===== src/rtl/pwm_pkg.sv =====
// Shared widths and types for the complementary PWM generator.
// Pure declarations: no logic, no latency, no flow control.
package pwm_pkg;
  localparam int PWM_NCH = 3;
  localparam int PWM_CW  = 16;
  localparam int PWM_DW  = 10;

  typedef enum logic {DIR_UP = 1'b0, DIR_DOWN = 1'b1} dir_e;
endpackage


===== src/rtl/pwm_deadtime.sv =====
// One complementary output pair with dead-time insertion; 1 cycle preout->pins.
// No backpressure; en low forces both drives low and clears the dead-time state.
module pwm_deadtime #(
  parameter int DW = 10
) (
  input  logic          clk,
  input  logic          rst_n,
  input  logic          en,
  input  logic          dten,
  input  logic [DW-1:0] dt,
  input  logic          preout,
  output logic          outA,
  output logic          outB
);
  logic          last_q, last_d;
  logic [DW-1:0] ctr_q, ctr_d;
  logic          a_q, a_d;
  logic          b_q, b_d;

  always_comb begin
    last_d = last_q;
    ctr_d  = ctr_q;
    a_d    = 1'b0;
    b_d    = 1'b0;
    if (!en) begin
      last_d = 1'b0;
      ctr_d  = '0;
    end else if (!dten) begin
      last_d = preout;
      ctr_d  = '0;
      a_d    = preout;
      b_d    = ~preout;
    end else begin
      // Any edge, including a retoggle inside the gap, restarts the gap.
      if (preout != last_q) begin
        last_d = preout;
        ctr_d  = dt;
      end else if (ctr_q != '0) begin
        ctr_d = ctr_q - DW'(1);
      end
      a_d = last_d & (ctr_d == '0);
      b_d = ~last_d & (ctr_d == '0);
    end
  end

  always_ff @(posedge clk) begin
    if (!rst_n) begin
      last_q <= 1'b0;
      ctr_q  <= '0;
      a_q    <= 1'b0;
      b_q    <= 1'b0;
    end else begin
      last_q <= last_d;
      ctr_q  <= ctr_d;
      a_q    <= a_d;
      b_q    <= b_d;
    end
  end

  assign outA = a_q;
  assign outB = b_q;
endmodule


===== src/rtl/pwm_gen.sv =====
// Multi-channel complementary PWM: counter, shadowed config, sticky fault; 1 cycle to pins.
// Config is valid/ready: ready drops while a staged update waits for the next period boundary.
module pwm_gen
  import pwm_pkg::*;
#(
  parameter int NCH    = PWM_NCH,
  parameter int CW     = PWM_CW,
  parameter int DW     = PWM_DW,
  parameter int CENTER = 1
) (
  input  logic              clk,
  input  logic              rst_n,
  input  logic              run_i,
  input  logic              fault_i,
  input  logic              cfg_valid_i,
  output logic              cfg_ready_o,
  input  logic [CW-1:0]     cfg_lim_i,
  input  logic [NCH*CW-1:0] cfg_mat_i,
  input  logic [NCH*DW-1:0] cfg_dt_i,
  input  logic              cfg_dten_i,
  output logic [NCH-1:0]    outA_o,
  output logic [NCH-1:0]    outB_o,
  output logic              period_o,
  output logic              fault_o
);
  logic [CW-1:0]     tc_q, tc_d;
  dir_e              dir_q, dir_d;
  logic [CW-1:0]     lim_q, lim_d, stg_lim_q, stg_lim_d;
  logic [NCH*CW-1:0] mat_q, mat_d, stg_mat_q, stg_mat_d;
  logic [NCH*DW-1:0] dt_q, dt_d, stg_dt_q, stg_dt_d;
  logic              dten_q, dten_d, stg_dten_q, stg_dten_d;
  logic              pending_q, pending_d;
  logic              fault_q, fault_d;
  logic              period_q, period_d;

  logic              accept, boundary, load, out_en;
  logic [NCH-1:0]    preout;

  assign accept   = cfg_valid_i & ~pending_q;
  assign boundary = run_i & ~fault_q & (tc_q == '0);
  // A fault arriving on the boundary edge suppresses both the load and the strobe.
  assign load     = boundary & ~fault_i & pending_q;
  assign out_en   = run_i & ~fault_d;

  always_comb begin
    tc_d       = tc_q;
    dir_d      = dir_q;
    lim_d      = lim_q;
    mat_d      = mat_q;
    dt_d       = dt_q;
    dten_d     = dten_q;
    stg_lim_d  = stg_lim_q;
    stg_mat_d  = stg_mat_q;
    stg_dt_d   = stg_dt_q;
    stg_dten_d = stg_dten_q;
    fault_d    = run_i & (fault_q | fault_i);
    period_d   = boundary & ~fault_i;
    pending_d  = accept | (pending_q & ~load);

    if (!run_i) begin
      tc_d  = '0;
      dir_d = DIR_UP;
    end else if (!fault_d) begin
      if (CENTER != 0) begin
        if (tc_q == '0) begin
          dir_d = DIR_UP;
          tc_d  = (lim_q == '0) ? '0 : CW'(1);
        end else if (tc_q >= lim_q) begin
          dir_d = DIR_DOWN;
          tc_d  = tc_q - CW'(1);
        end else begin
          tc_d = (dir_q == DIR_UP) ? tc_q + CW'(1) : tc_q - CW'(1);
        end
      end else begin
        dir_d = DIR_UP;
        tc_d  = (tc_q >= lim_q) ? '0 : tc_q + CW'(1);
      end
    end

    if (load) begin
      lim_d  = stg_lim_q;
      mat_d  = stg_mat_q;
      dt_d   = stg_dt_q;
      dten_d = stg_dten_q;
    end
    if (accept) begin
      stg_lim_d  = cfg_lim_i;
      stg_mat_d  = cfg_mat_i;
      stg_dt_d   = cfg_dt_i;
      stg_dten_d = cfg_dten_i;
    end
  end

  always_ff @(posedge clk) begin
    if (!rst_n) begin
      tc_q       <= '0;
      dir_q      <= DIR_UP;
      lim_q      <= '0;
      mat_q      <= '0;
      dt_q       <= '0;
      dten_q     <= 1'b0;
      stg_lim_q  <= '0;
      stg_mat_q  <= '0;
      stg_dt_q   <= '0;
      stg_dten_q <= 1'b0;
      pending_q  <= 1'b0;
      fault_q    <= 1'b0;
      period_q   <= 1'b0;
    end else begin
      tc_q       <= tc_d;
      dir_q      <= dir_d;
      lim_q      <= lim_d;
      mat_q      <= mat_d;
      dt_q       <= dt_d;
      dten_q     <= dten_d;
      stg_lim_q  <= stg_lim_d;
      stg_mat_q  <= stg_mat_d;
      stg_dt_q   <= stg_dt_d;
      stg_dten_q <= stg_dten_d;
      pending_q  <= pending_d;
      fault_q    <= fault_d;
      period_q   <= period_d;
    end
  end

  always_comb begin
    preout = '0;
    for (int k = 0; k < NCH; k++) begin
      preout[k] = (tc_q >= mat_q[k*CW +: CW]);
    end
  end

  for (genvar k = 0; k < NCH; k++) begin : g_ch
    pwm_deadtime #(.DW(DW)) u_dt (
      .clk    (clk),
      .rst_n  (rst_n),
      .en     (out_en),
      .dten   (dten_q),
      .dt     (dt_q[k*DW +: DW]),
      .preout (preout[k]),
      .outA   (outA_o[k]),
      .outB   (outB_o[k])
    );
  end

  assign cfg_ready_o = ~pending_q;
  assign period_o    = period_q;
  assign fault_o     = fault_q;
endmodule


===== config.mk =====
export PLATFORM = sky130hd
export DESIGN_NAME = pwm_gen
export DESIGN_NICKNAME = d
export VERILOG_FILES = /design/src/rtl/pwm_pkg.sv /design/src/rtl/pwm_deadtime.sv /design/src/rtl/pwm_gen.sv
export SDC_FILE = /design/constraint.sdc
export NUM_CORES = 1
export LEC_CHECK = 0
export CAP_MARGIN = 20
export CORE_AREA = 2 2 153 155
export CTS_BUF_LIST = sky130_fd_sc_hd__clkbuf_4 sky130_fd_sc_hd__clkbuf_8 sky130_fd_sc_hd__clkbuf_16
export DETAILED_ROUTE_END_ITERATION = 6
export DIE_AREA = 0 0 155 157
export GPL_TIMING_DRIVEN = 0
export PLACE_DENSITY_LB_ADDON = 0.12
export SYNTH_ARGS = -nofsm -noshare
export SYNTH_HDL_FRONTEND = slang
export SYNTH_SLANG_ARGS = --single-unit

===== constraint.sdc =====
create_clock -name clk -period 4.49 [get_ports clk]
set_input_delay 0.449 -clock clk [delete_from_list [all_inputs] [get_ports clk]]
set_output_delay 0.449 -clock clk [all_outputs]
set_load 0.005 [all_outputs]

Word level (Yosys, flattened, before mapping):

Index checks and enable logic that the tools add are counted.

* equality and inequality tests: 3
* bitwise operators: 27
* $lt $le $gt $ge: 4
* reduce and logical (&&, ||, !) cells: 13
* mux-type cells: 36
* add/subtract/negate cells: 5

Operators with widths (number)
* $mux W10: 12
* $ge A16 B16 Y1: 4
* $mux W16: 3
* $logic_not A16 Y1: 2
* $logic_not A10 Y1: 3
* $reduce_bool A10 Y1: 3
* $sub A10 B1 Y10 const B: 3
* $mux W1: 21
* $add A16 B1 Y16 const B: 1
* $sub A16 B1 Y16 const B: 1
* $and A1 B1 Y1: 14
* $not A1 Y1: 11
* $reduce_and A2 Y1: 3
* $ne A1 B1 Y1: 3
* $reduce_and A3 Y1: 1
* $or A1 B1 Y1: 2
* $reduce_bool A2 Y1: 1

* bits of input ports: 100
* bits in registers: 249
* output and inout port bits: 9
* word-level logic and storage cells: 113

Depth between registers and ports, before layout:

Gate-level depths: netlist of run 1.

* word-level depth: 8
* depth in mapped cells: 15
* gate-level depth less buffers: 14

Hierarchy:

From an unflattened synthesis of run 1, not the netlist that was laid out.

* cells, all modules: 1547
* area, all modules: 12622.1 um2

Modules (own cells, without submodules)
* pwm_gen: sequential area each 4204.0 um2, times used 1, area an instance 10077.2 um2, cells each 1238
* pwm_deadtime: sequential area each 260.2 um2, times used 3, area an instance 848.3 um2, cells each 103

Worst setup path after synthesis of run 1:

OpenSTA, ideal clock, no wires.

* kind: register to register
* start point: register tc_q[0]
* end point: register g_ch[2].u_dt.b_q
* required time: 4.406 ns
* path slack: 1.035 ns
* path buffers: 2
* stages on the path, launching flop included: 16
* setup time: 0.084 ns
* data arrival time: 3.370 ns
* clock period less this slack: 3.455 ns
* cell sequence: dfxtp_1 -> inv_1 -> ha_1 -> nand2b_1 -> a21o_1 -> a211o_1 -> a21oi_1 -> o311ai_0 -> ha_1 -> clkbuf_1 -> clkbuf_1 -> o211ai_1 -> o21a_1 -> nor4_1 -> nand4_1 -> o31ai_2

* word-level cells in the longest chain between the ends: 8
* elaborated cells on any way between the ends: 13
* classes of those cells: order compare (1); eq/ne (1); mux (7); bitwise (3); reduce/logical (1)

RTL lines
* start, declared: RTL line pwm_gen.sv:26 `logic [CW-1:0] tc_q, tc_d;`
* start signal, assigned: RTL line pwm_gen.sv:110 `tc_q <= tc_d;`
* $ge A16 B16 Y1 (*): RTL line pwm_gen.sv:129 `preout[k] = (tc_q >= mat_q[k*CW +: CW]);`
* $ne A1 B1 Y1: RTL line pwm_deadtime.sv:35 `if (preout != last_q) begin`
* $mux W10 / $mux W1 (equally long branches): RTL line pwm_deadtime.sv:35
* $mux W10 / $mux W1 (equally long branches): RTL line pwm_deadtime.sv:28 `end else if (!dten) begin`
* $mux W10 / $mux W1 (equally long branches): RTL line pwm_deadtime.sv:25 `if (!en) begin`
* $logic_not A10 Y1 / $not A1 Y1 (equally long branches): RTL line pwm_deadtime.sv:42 `b_d = ~last_d & (ctr_d == '0);`
* $and A1 B1 Y1: RTL line pwm_deadtime.sv:42
* $mux W1 (*): RTL line pwm_deadtime.sv:28
* end signal, assigned: RTL line pwm_deadtime.sv:51 `b_q <= 1'b0;`
* end signal, assigned: RTL line pwm_deadtime.sv:56 `b_q <= b_d;`
* end, declared: RTL line pwm_deadtime.sv:18 `logic b_q, b_d;`

Every way passes the cells marked *; elsewhere a longest branch is shown, timed or not. The select of a mux whose other input is x is not followed.
A chain may end at the register's enable or synchronous reset.

Final worst setup path of run 1:

* start point: register tc_q[5]
* end point: register g_ch[2].u_dt.a_q

* word-level cells in the longest chain between the ends: 8
* elaborated cells on any way between the ends: 11
* classes of those cells: order compare (1); eq/ne (1); mux (7); bitwise (1); reduce/logical (1)

RTL lines
* $ge A16 B16 Y1 (*): RTL line pwm_gen.sv:129
* $ne A1 B1 Y1: RTL line pwm_deadtime.sv:35
* $mux W10: RTL line pwm_deadtime.sv:35
* $mux W10: RTL line pwm_deadtime.sv:28
* $mux W10: RTL line pwm_deadtime.sv:25
* $logic_not A10 Y1: RTL line pwm_deadtime.sv:41 `a_d = last_d & (ctr_d == '0);`
* $and A1 B1 Y1: RTL line pwm_deadtime.sv:41
* $mux W1 (*): RTL line pwm_deadtime.sv:28
* end signal, assigned: RTL line pwm_deadtime.sv:50 `a_q <= 1'b0;`
* end signal, assigned: RTL line pwm_deadtime.sv:55 `a_q <= a_d;`
* end, declared: RTL line pwm_deadtime.sv:17 `logic a_q, a_d;`

Marked as above.

==> results of run 1 <==
layer usage:
layer	track usage, %	up-vias
li1	-	5339
met1	31.0	4751
met2	42.1	247
met3	3.96	59
met4	7.58	0
met5	0	-
path summary, 6_finish.rpt:
| path | from | to | slack, ns | cells after the start |
|---|---|---|---|---|
| worst max-delay path | tc_q[5] | g_ch[2].u_dt.outA | 0.13 | 14 |
| worst min-delay path | mat_q[14] | mat_q[14] | 0.45 | 2 |
| worst max register to register | tc_q[5] | g_ch[2].u_dt.outA | 0.13 | 14 |
| worst min register to register | mat_q[14] | mat_q[14] | 0.45 | 2 |
layout by cell type (no fill, tap or decap), drive strengths merged, types with 31 or more instances in the layout:
| cell type | netlist | layout |
|---|---|---|
| a21boi | 190 | 190 |
| a21oi | 38 | 38 |
| buf | 31 | 31 |
| clkbuf | 55 | 87 |
| clkdlybuf4s50 | 0 | 108 |
| dfxtp | 249 | 249 |
| ha | 75 | 75 |
| inv | 85 | 85 |
| nand2 | 415 | 415 |
| nor2 | 64 | 64 |
| o21ai | 35 | 35 |
through the flow:
stage / hold WS [ns] / worst slack, ns
after floorplan: 0.431 / 1.04
after global placement: 0.439 / -0.0873
after detailed placement: 0.443 / -0.148
after CTS: 0.452 / 0.0303
after global routing: 0.468 / 0.0126
final: 0.448 / 0.135
worst max-delay path, cell delays in order (launching register included):
cell	delay (ns)
dfxtp_1	0.67
ha_1	0.34
a21o_1	0.19
a21o_1	0.18
a211o_1	0.29
a21oi_1	0.22
o311ai_1	0.27
ha_1	0.39
clkbuf_1	0.29
clkbuf_2	0.32
o211ai_1	0.13
o21a_1	0.13
nor4_1	0.35
nand4_1	0.24
o21ai_0	0.24
repair_timing:
| item | in CTS | in global routing |
|---|---|---|
| gates resized for setup | 1 | 2 |
| endpoints found under the setup margin | 2 | 2 |
| cloned | 0 | 0 |
| pin swaps | 0 | 0 |
cell families after synthesis:
kind of cell | count (synthesis) | share of synthesized area, %
and+or+nand+nor | 624 | 22.7
buffers and inverters | 171 | 6.13
adders and majority gates | 75 | 7.66
xor gates and xnor gates | 5 | 0.358
DFF | 249 | 40.7
AOI/OAI and AO/OA | 339 | 19.6
muxes | 34 | 2.86
area by class of cell:
cell class	count	area [sq um]	share of cell area, %
well taps	285	357	2.44
flip-flops and latches	249	4980	34.1
multi-input cells	1077	6520	44.5
clock buffers	32	719	4.92
inverters	85	319	2.18
clock inverters	17	226	1.55
repair buffers	108	1080	7.39
plain buffers	86	433	2.96
sequential cells by signal (all words and copies together) (netlist names):
register          cells
g_ch.u_dt.ctr_q      30
g_ch.u_dt.outA        3
dt_q                 30
fault_o               1
stg_mat_q            48
g_ch.u_dt.last_q      3
lim_q                16
stg_dt_q             30
period_o              1
mat_q                48
g_ch.u_dt.outB        3
pending_q             1
stg_lim_q            16
stg_dten_q            1
dir_q                 1
dten_q                1
tc_q                 16
power breakdown:
part           switching (mW)  internal, mW
logic                    1.02         0.747
clock network           0.915          1.43
registers               0.103          2.34
total                    2.04          4.52
==> results.ini, run 1 <==
[clocking]
cts_buffer_depth=3
root_buffer=clkbuf_16
clock_latency_ns=0.53
cts_buffers=27
post_cts_buffers=0
hold_buffers=0
clk_transition_reported_paths_ns=0.06
clock_sinks=249
cts_tree=done
cts_htree_levels=1

[pwr]
ir_worst_vdd_mv=0.292
power_density_nw_per_um2=448
leakage_nw=5.63
finalPower_mw=6.56

[synth]
async_reset_ff_share_pct=0
synth_common_cells=415 x nand2_1, 249 x dfxtp_1, 140 x a21boi_0
synth.distinct_cells=68
syn-cell-area_sq_um=12300
yosys.area.top_type_share_pct=40.7
yosysTopAreaCell=dfxtp_1
synth_area_leaders=dfxtp_1 41%, nand2_1 13%, a21boi_0 8.6%
synth_most_common_cell=nand2_1
avgSynthCellArea_sq_um=8.18
yosysSeqAreaShare_pct=40.7
synthFlopType=dfxtp_1
synth-seq-cells=249
synth_warnings=0
synth_edf_count=0
netlist_instances=1497
synth_nets=1672

[floorplanning]
ios=109
die_w_um=155
core_sq_um=22500
start_util_pct=54.4
num_rows=55
die_h_um=157
die-area_sq_um=24300

[routing]
drt_first_pass_iters=5
wl_met2_um=13600
top_layer=met4
drt_iter0_drc=465
wl_met1_um=13200
wl_met3_um=1780
drtAntennaViolNets=0
drt_wl_total_um=29400
num_vias=10400
drt_drc_violations_left=0
via_per_inst=5.36
wl_per_cell_um=15.2

[timing]
final_hold_viol_count=0
tightest_slew_ns=0.897
finalCriticalPeriod_ns=4.36
setup_viol=0
rsz0062_at_grt=no
slew_violations=0
relSlewSlack_pct=40.2
min_period_over_period_pct=97.0
finalSetupTns_ns=0
fmax_mhz=230
fin_worst_skew_ns=0.0109

[cells_and_area]
drive_above_1_share_pct=6.29
fin_area_sq_um=14600
utilization_pct=65.0
fill_cells=2009
area_delta_synth_final_pct=19.5
layout.cells.non_filler=1939
diodes=0
nets=1809

[critical_path]
worstPathRequired_ns=4.93
cp_max_fo=10
worst-setup-path-type=reg2reg
arrival_ns=4.80
startpoint_type=flip-flop
end_kind=flip-flop

[global_routing]
grt_pass1_wl_um=48400
grt_pass1_vias=10000
grt_max_degree=15
gr-total-overflow=0
grtUsageTotal_pct=24.3
antenna_found_initial=0

[placement]
post_dp_cell_area_sq_um=13700
dp.cells=1890
gp_congestion=0.905
hpwl_um=21300
portBuffers=108

[hold_path]
hold_path.class=reg2reg

[run]
cap_violations=0

[status]
status=finished clean

No activity file was read; power rests on OpenSTA's default activity.
==> run 2, diff against run 1 <==
--- a/config.mk
+++ b/config.mk
@@ -6,10 +6,11 @@
 export NUM_CORES = 1
 export LEC_CHECK = 0
 export CAP_MARGIN = 20
-export CORE_AREA = 2 2 153 155
+export CORE_AREA = 2 2 130 182
 export CTS_BUF_LIST = sky130_fd_sc_hd__clkbuf_4 sky130_fd_sc_hd__clkbuf_8 sky130_fd_sc_hd__clkbuf_16
+export CTS_CLUSTER_DIAMETER = 40
 export DETAILED_ROUTE_END_ITERATION = 6
-export DIE_AREA = 0 0 155 157
+export DIE_AREA = 0 0 132 184
 export GPL_TIMING_DRIVEN = 0
 export PLACE_DENSITY_LB_ADDON = 0.12
 export SYNTH_ARGS = -nofsm -noshare
==> run 2 against run 1 <==
  * Hold slack better by 0.00061 ns
  * Design area is 1.0% higher
  * Non-clock buffer count is 1 higher
  * Power is 2.6% higher
  * Critical path depth is 2 higher
  * Setup slack better by 0.095 ns
  * Largest cell class unchanged
  * Highest routed layer unchanged
==> results.ini, run 2 (synthesis gave the netlist of run 1 again) <==
[status]
status=finished clean

[timing]
setup_ws_ns=0.230
rsz0062_at_grt=yes
slew_violations=0
finalSetupTns_ns=0
fmax_mhz=235
finalCriticalPeriod_ns=4.26
fin_worst_skew_ns=0.00897
final_hold_viol_count=0
setup_viol=0
min_period_over_period_pct=94.9
tightest_slew_ns=0.873
relSlewSlack_pct=41.8

[cells_and_area]
fill_cells=1993
diodes=0
layout_common_cells=415 x nand2_1, 249 x dfxtp_1, 140 x a21boi_0
drive_above_1_share_pct=6.92
reg_top3=mat_q: 48 flops, stg_mat_q: 48 flops
area_delta_synth_final_pct=20.7
multi_input_area_sq_um=6520
seqCellArea_sq_um=4980
final_common_cell=nand2_1
nets=1813

[clocking]
post_cts_buffers=0
cts.repair.resized=0
hold_buffers=0
cts_tree=done
cts_buffers=30
clock_latency_ns=0.55
root_buffer=clkbuf_16
cts_htree_levels=1
cts_buffer_depth=3
clock_sinks=249
clk_transition_reported_paths_ns=0.06

[critical_path]
cp_slowest_cell=dfxtp_1
worst-setup-path-type=reg2reg
arrival_ns=4.71
crit_buf_inv=4
end_kind=flip-flop
cp_max_fo=10
slowest_delay_ns=0.45
startpoint_type=flip-flop
cp_top_family=compound AO/OA/AOI/OAI gates
cp_cell_sequence=inv_1 > ha_1 > nand2b_1 > a21o_1 > a211o_1 > a21oi_1 > o311ai_0 > buf_2 > ha_1 > clkbuf_1 > buf_2 > o211ai_1 > o21a_1 > nor4_1 > nand4_1 > o31ai_2
worstPathRequired_ns=4.94

[placement]
place_ws_ns=0.181
gp_congestion=0.911
portBuffers=108
hpwl_um=21700

[routing]
wl_met2_um=15200
num_vias=10500
top_layer=met4
drt_drc_violations_left=0
drt_wl_total_um=29600
wl_met3_um=1320
via_per_inst=5.36
drtAntennaViolNets=0
drt_iter0_drc=533
wl_per_cell_um=15.1
drt_first_pass_iters=5
wl_met1_um=12100

[global_routing]
grtUsageTotal_pct=24.2
antenna_found_initial=0
grt_pass1_vias=10000
grt_max_degree=16
gr-total-overflow=0
grt_pass1_wl_um=48500

[floorplanning]
die_h_um=184
die-area_sq_um=24300
num_rows=65
core_sq_um=22500
die_w_um=132
start_util_pct=54.4
ios=109

[pwr]
leakage_nw=5.68
finalPower_mw=6.73
power_density_nw_per_um2=455
ir_worst_vdd_mv=0.310

[hold_path]
hold_path.class=reg2reg

[run]
cap_violations=0

run 2: area by class of cell:
type	count	share of cell area [%]
repair buffers	109	7.35
clock inverters	22	1.75
multi-input cells	1077	44.1
well taps	301	2.55
plain buffers	86	2.95
inverters	85	2.16
clock buffers	34	5.44
flip-flops and latches	249	33.7
run 2: path summary, 6_finish.rpt:
check	from	slack [ns]	end	cells after the start
min reg2reg	mat_q[28]	0.45	mat_q[28]	2
max	tc_q[0]	0.23	g_ch[2].u_dt.outB	16
min	mat_q[28]	0.45	mat_q[28]	2
max reg2reg	tc_q[0]	0.23	g_ch[2].u_dt.outB	16
run 2: routing by layer:
metal	vias to the layer above	global-route usage [%]
met5	-	0
met1	4820	27.1
li1	5365	-
met3	71	3.72
met4	0	8.61
met2	266	46.2
run 2: worst min-delay path, cell delays in order (launching register included):
cell	delay [ns]
dfxtp_1	0.31
nand2_1	0.05
a21boi_1	0.04
run 2: power by group:
part	internal, mW	total [mW]	switching [mW]
combinational	0.759	1.77	1.01
clock	1.50	2.52	1.03
sequential	2.34	2.44	0.101
run 2: through the flow:
stage / cells / hold slack, ns / util (%) / instance area (sq um)
after detailed placement: 1907 / 0.443 / 60.9 / 13700
after floorplan: 1497 / 0.431 / - / 12300
final: 1963 / 0.449 / 65.6 / 14800
after CTS: 1963 / 0.440 / 65.6 / 14800
after global routing: 1963 / 0.449 / 65.6 / 14800
after global placement: 1906 / 0.438 / 60.8 / 13700
==> run 3, diff against run 2 <==
--- a/config.mk
+++ b/config.mk
@@ -5,7 +5,7 @@
 export SDC_FILE = /design/constraint.sdc
 export NUM_CORES = 1
 export LEC_CHECK = 0
-export CAP_MARGIN = 20
+export CAP_MARGIN = 40
 export CORE_AREA = 2 2 130 182
 export CTS_BUF_LIST = sky130_fd_sc_hd__clkbuf_4 sky130_fd_sc_hd__clkbuf_8 sky130_fd_sc_hd__clkbuf_16
 export CTS_CLUSTER_DIAMETER = 40
==> run 3 against run 2 <==
  * Core utilization decreased by 0.078 points
  * Via count about the same
  * Hold slack about the same
  * Die area unchanged
  * Power decreased by 0.57%
  * Sequential power about the same
  * Setup slack improved by 0.16 ns
  * Design area decreased by 0.12%
  * Critical path type unchanged
  * Fmax increased by 3.8%
  * Register-to-register slack improved by 0.16 ns
  * Sequential share of layout area about the same
==> results.ini, run 3 (synthesis gave the netlist of run 1 again) <==
[routing]
drt_first_pass_iters=6
drtAntennaViolNets=0
drt_wl_total_um=29600
num_vias=10500
drt_iter0_drc=482
drt_drc_violations_left=0
wl_per_cell_um=15.1
via_per_inst=5.37

[pwr]
leakage_nw=5.68
p_sw_share_pct=30.9
combPwrFrac_pct=26.4
pwr-share-seq_pct=36.5
clock_power_share_pct=37.1
ir_worst_vdd_mv=0.403
p_int_mw=4.62
power_density_nw_per_um2=453
finalPower_mw=6.69
power_switching_mw=2.07

[timing]
setup_ws_ns=0.385
final_hold_viol_count=0
min_period_over_period_pct=91.4
finalSetupTns_ns=0
rsz0062_at_grt=no
relSlewSlack_pct=43.5
fmax_mhz=244
fin_worst_skew_ns=0.00780
tightest_slew_ns=0.847
finalCriticalPeriod_ns=4.10
setup_viol=0
slew_violations=0

[placement]
place_ws_ns=0.0844
hpwl_um=21700
portBuffers=108
gp_congestion=0.911

[critical_path]
reg2reg_depth=15
end_kind=flip-flop
arrival_ns=4.55
cp_max_fo=10
worstPathRequired_ns=4.94
worst-setup-path-type=reg2reg
startpoint_type=flip-flop

[cells_and_area]
final_common_cell=nand2_1
multi_input_area_sq_um=6520
nets=1813
seqCellArea_sq_um=4990
reg_top3=mat_q: 48 flops, stg_mat_q: 48 flops
layout_common_cells=415 x nand2_1, 248 x dfxtp_1, 140 x a21boi_0
area_delta_synth_final_pct=20.5
diodes=0
fill_cells=2004
drive_above_1_share_pct=6.87

[floorplanning]
core_sq_um=22500
die_h_um=184
die_w_um=132
num_rows=65
ios=109
start_util_pct=54.4
die-area_sq_um=24300

[global_routing]
antenna_found_initial=1
grtUsageTotal_pct=24.3
grt_pass1_vias=10100
grt_pass1_wl_um=48500
grt_max_degree=15
gr-total-overflow=0

[run]
cap_violations=0

[hold_path]
hold_path.class=reg2reg
min_path_cells=2

[clocking]
cts_buffers=29
clk_transition_reported_paths_ns=0.06
cts_tree=done
root_buffer=clkbuf_16
clock_sinks=249
clock_latency_ns=0.54
cts_htree_levels=1
cts_buffer_depth=3

[status]
status=finished clean

## run 3: cell types whose count changed in the layout (fill, tap and decap cells not counted), sizes merged
cell and delta:
inv -5, clkbuf +3, bufinv +1, clkinvlp -1
## run 3: final timing paths
check / to / from / slack, ns
worst min register to register: mat_q[27] / mat_q[27] / 0.45
worst max register to register: g_ch[2].u_dt.outB / tc_q[5] / 0.39
worst min-delay path: mat_q[27] / mat_q[27] / 0.45
worst max-delay path: g_ch[2].u_dt.outB / tc_q[5] / 0.39
## run 3: what timing repair did
item	CTS	global route
buffers inserted	0	1
hold buffers	0	0
setup endpoints to repair	0	4
gates resized for setup	0	11
## run 3: cell type report
type,count,share of cell area (%)
Sequential cell,249,33.8
Clock inverter,17,1.52
Clock buffer,36,5.48
Multi-Input combinational cell,1077,44.1
Buffer,86,2.97
Tap cell,301,2.55
Inverter,85,2.19
Timing Repair Buffer,110,7.41
## run 3: power groups by stage
stage	combinational (mW)	sequential, mW	clock [mW]
3_3_place_gp	1.71	2.48	0
4_1_cts	1.76	2.44	2.51
5_1_grt	1.96	2.45	2.61
3_5_place_dp	1.73	2.49	0
6_report	1.77	2.44	2.48
2_1_floorplan	1.25	2.45	0
## run 3: per-layer routing
metal | vias to the layer above | wire (um) | track usage (%) | share of wire [%]
li1 | 5359 | - | - | -
met1 | 4862 | 11900 | 27.1 | 40
met2 | 225 | 14900 | 45.0 | 50
met3 | 84 | 1390 | 3.50 | 4.7
met4 | 2 | 1370 | 12.0 | 4.6
met5 | - | 11 | 0 | 0.037
## run 3: critical path, stage by stage, from the launching register on
cell and delay, ns:
dfxtp_1 0.65, ha_1 0.34, a21o_1 0.18, a21o_1 0.18, a211o_1 0.28, a21oi_1 0.17
o311ai_1 0.19, buf_2 0.21, ha_1 0.27, clkbuf_1 0.28, clkbuf_4 0.30, o211ai_1 0.12
o21a_1 0.14, nor4_1 0.28, nand4_1 0.20, o31ai_2 0.24
## run 3: stage by stage
step                hold slack, ns  instances  util (%)  instance area, sq um
floorplan                    0.431       1497         -                 12300
global placement             0.438       1906      60.8                 13700
detailed placement           0.443       1907      60.9                 13700
CTS                          0.451       1960      65.5                 14700
global route                 0.465       1961      65.5                 14800
finish                       0.448       1961      65.5                 14800
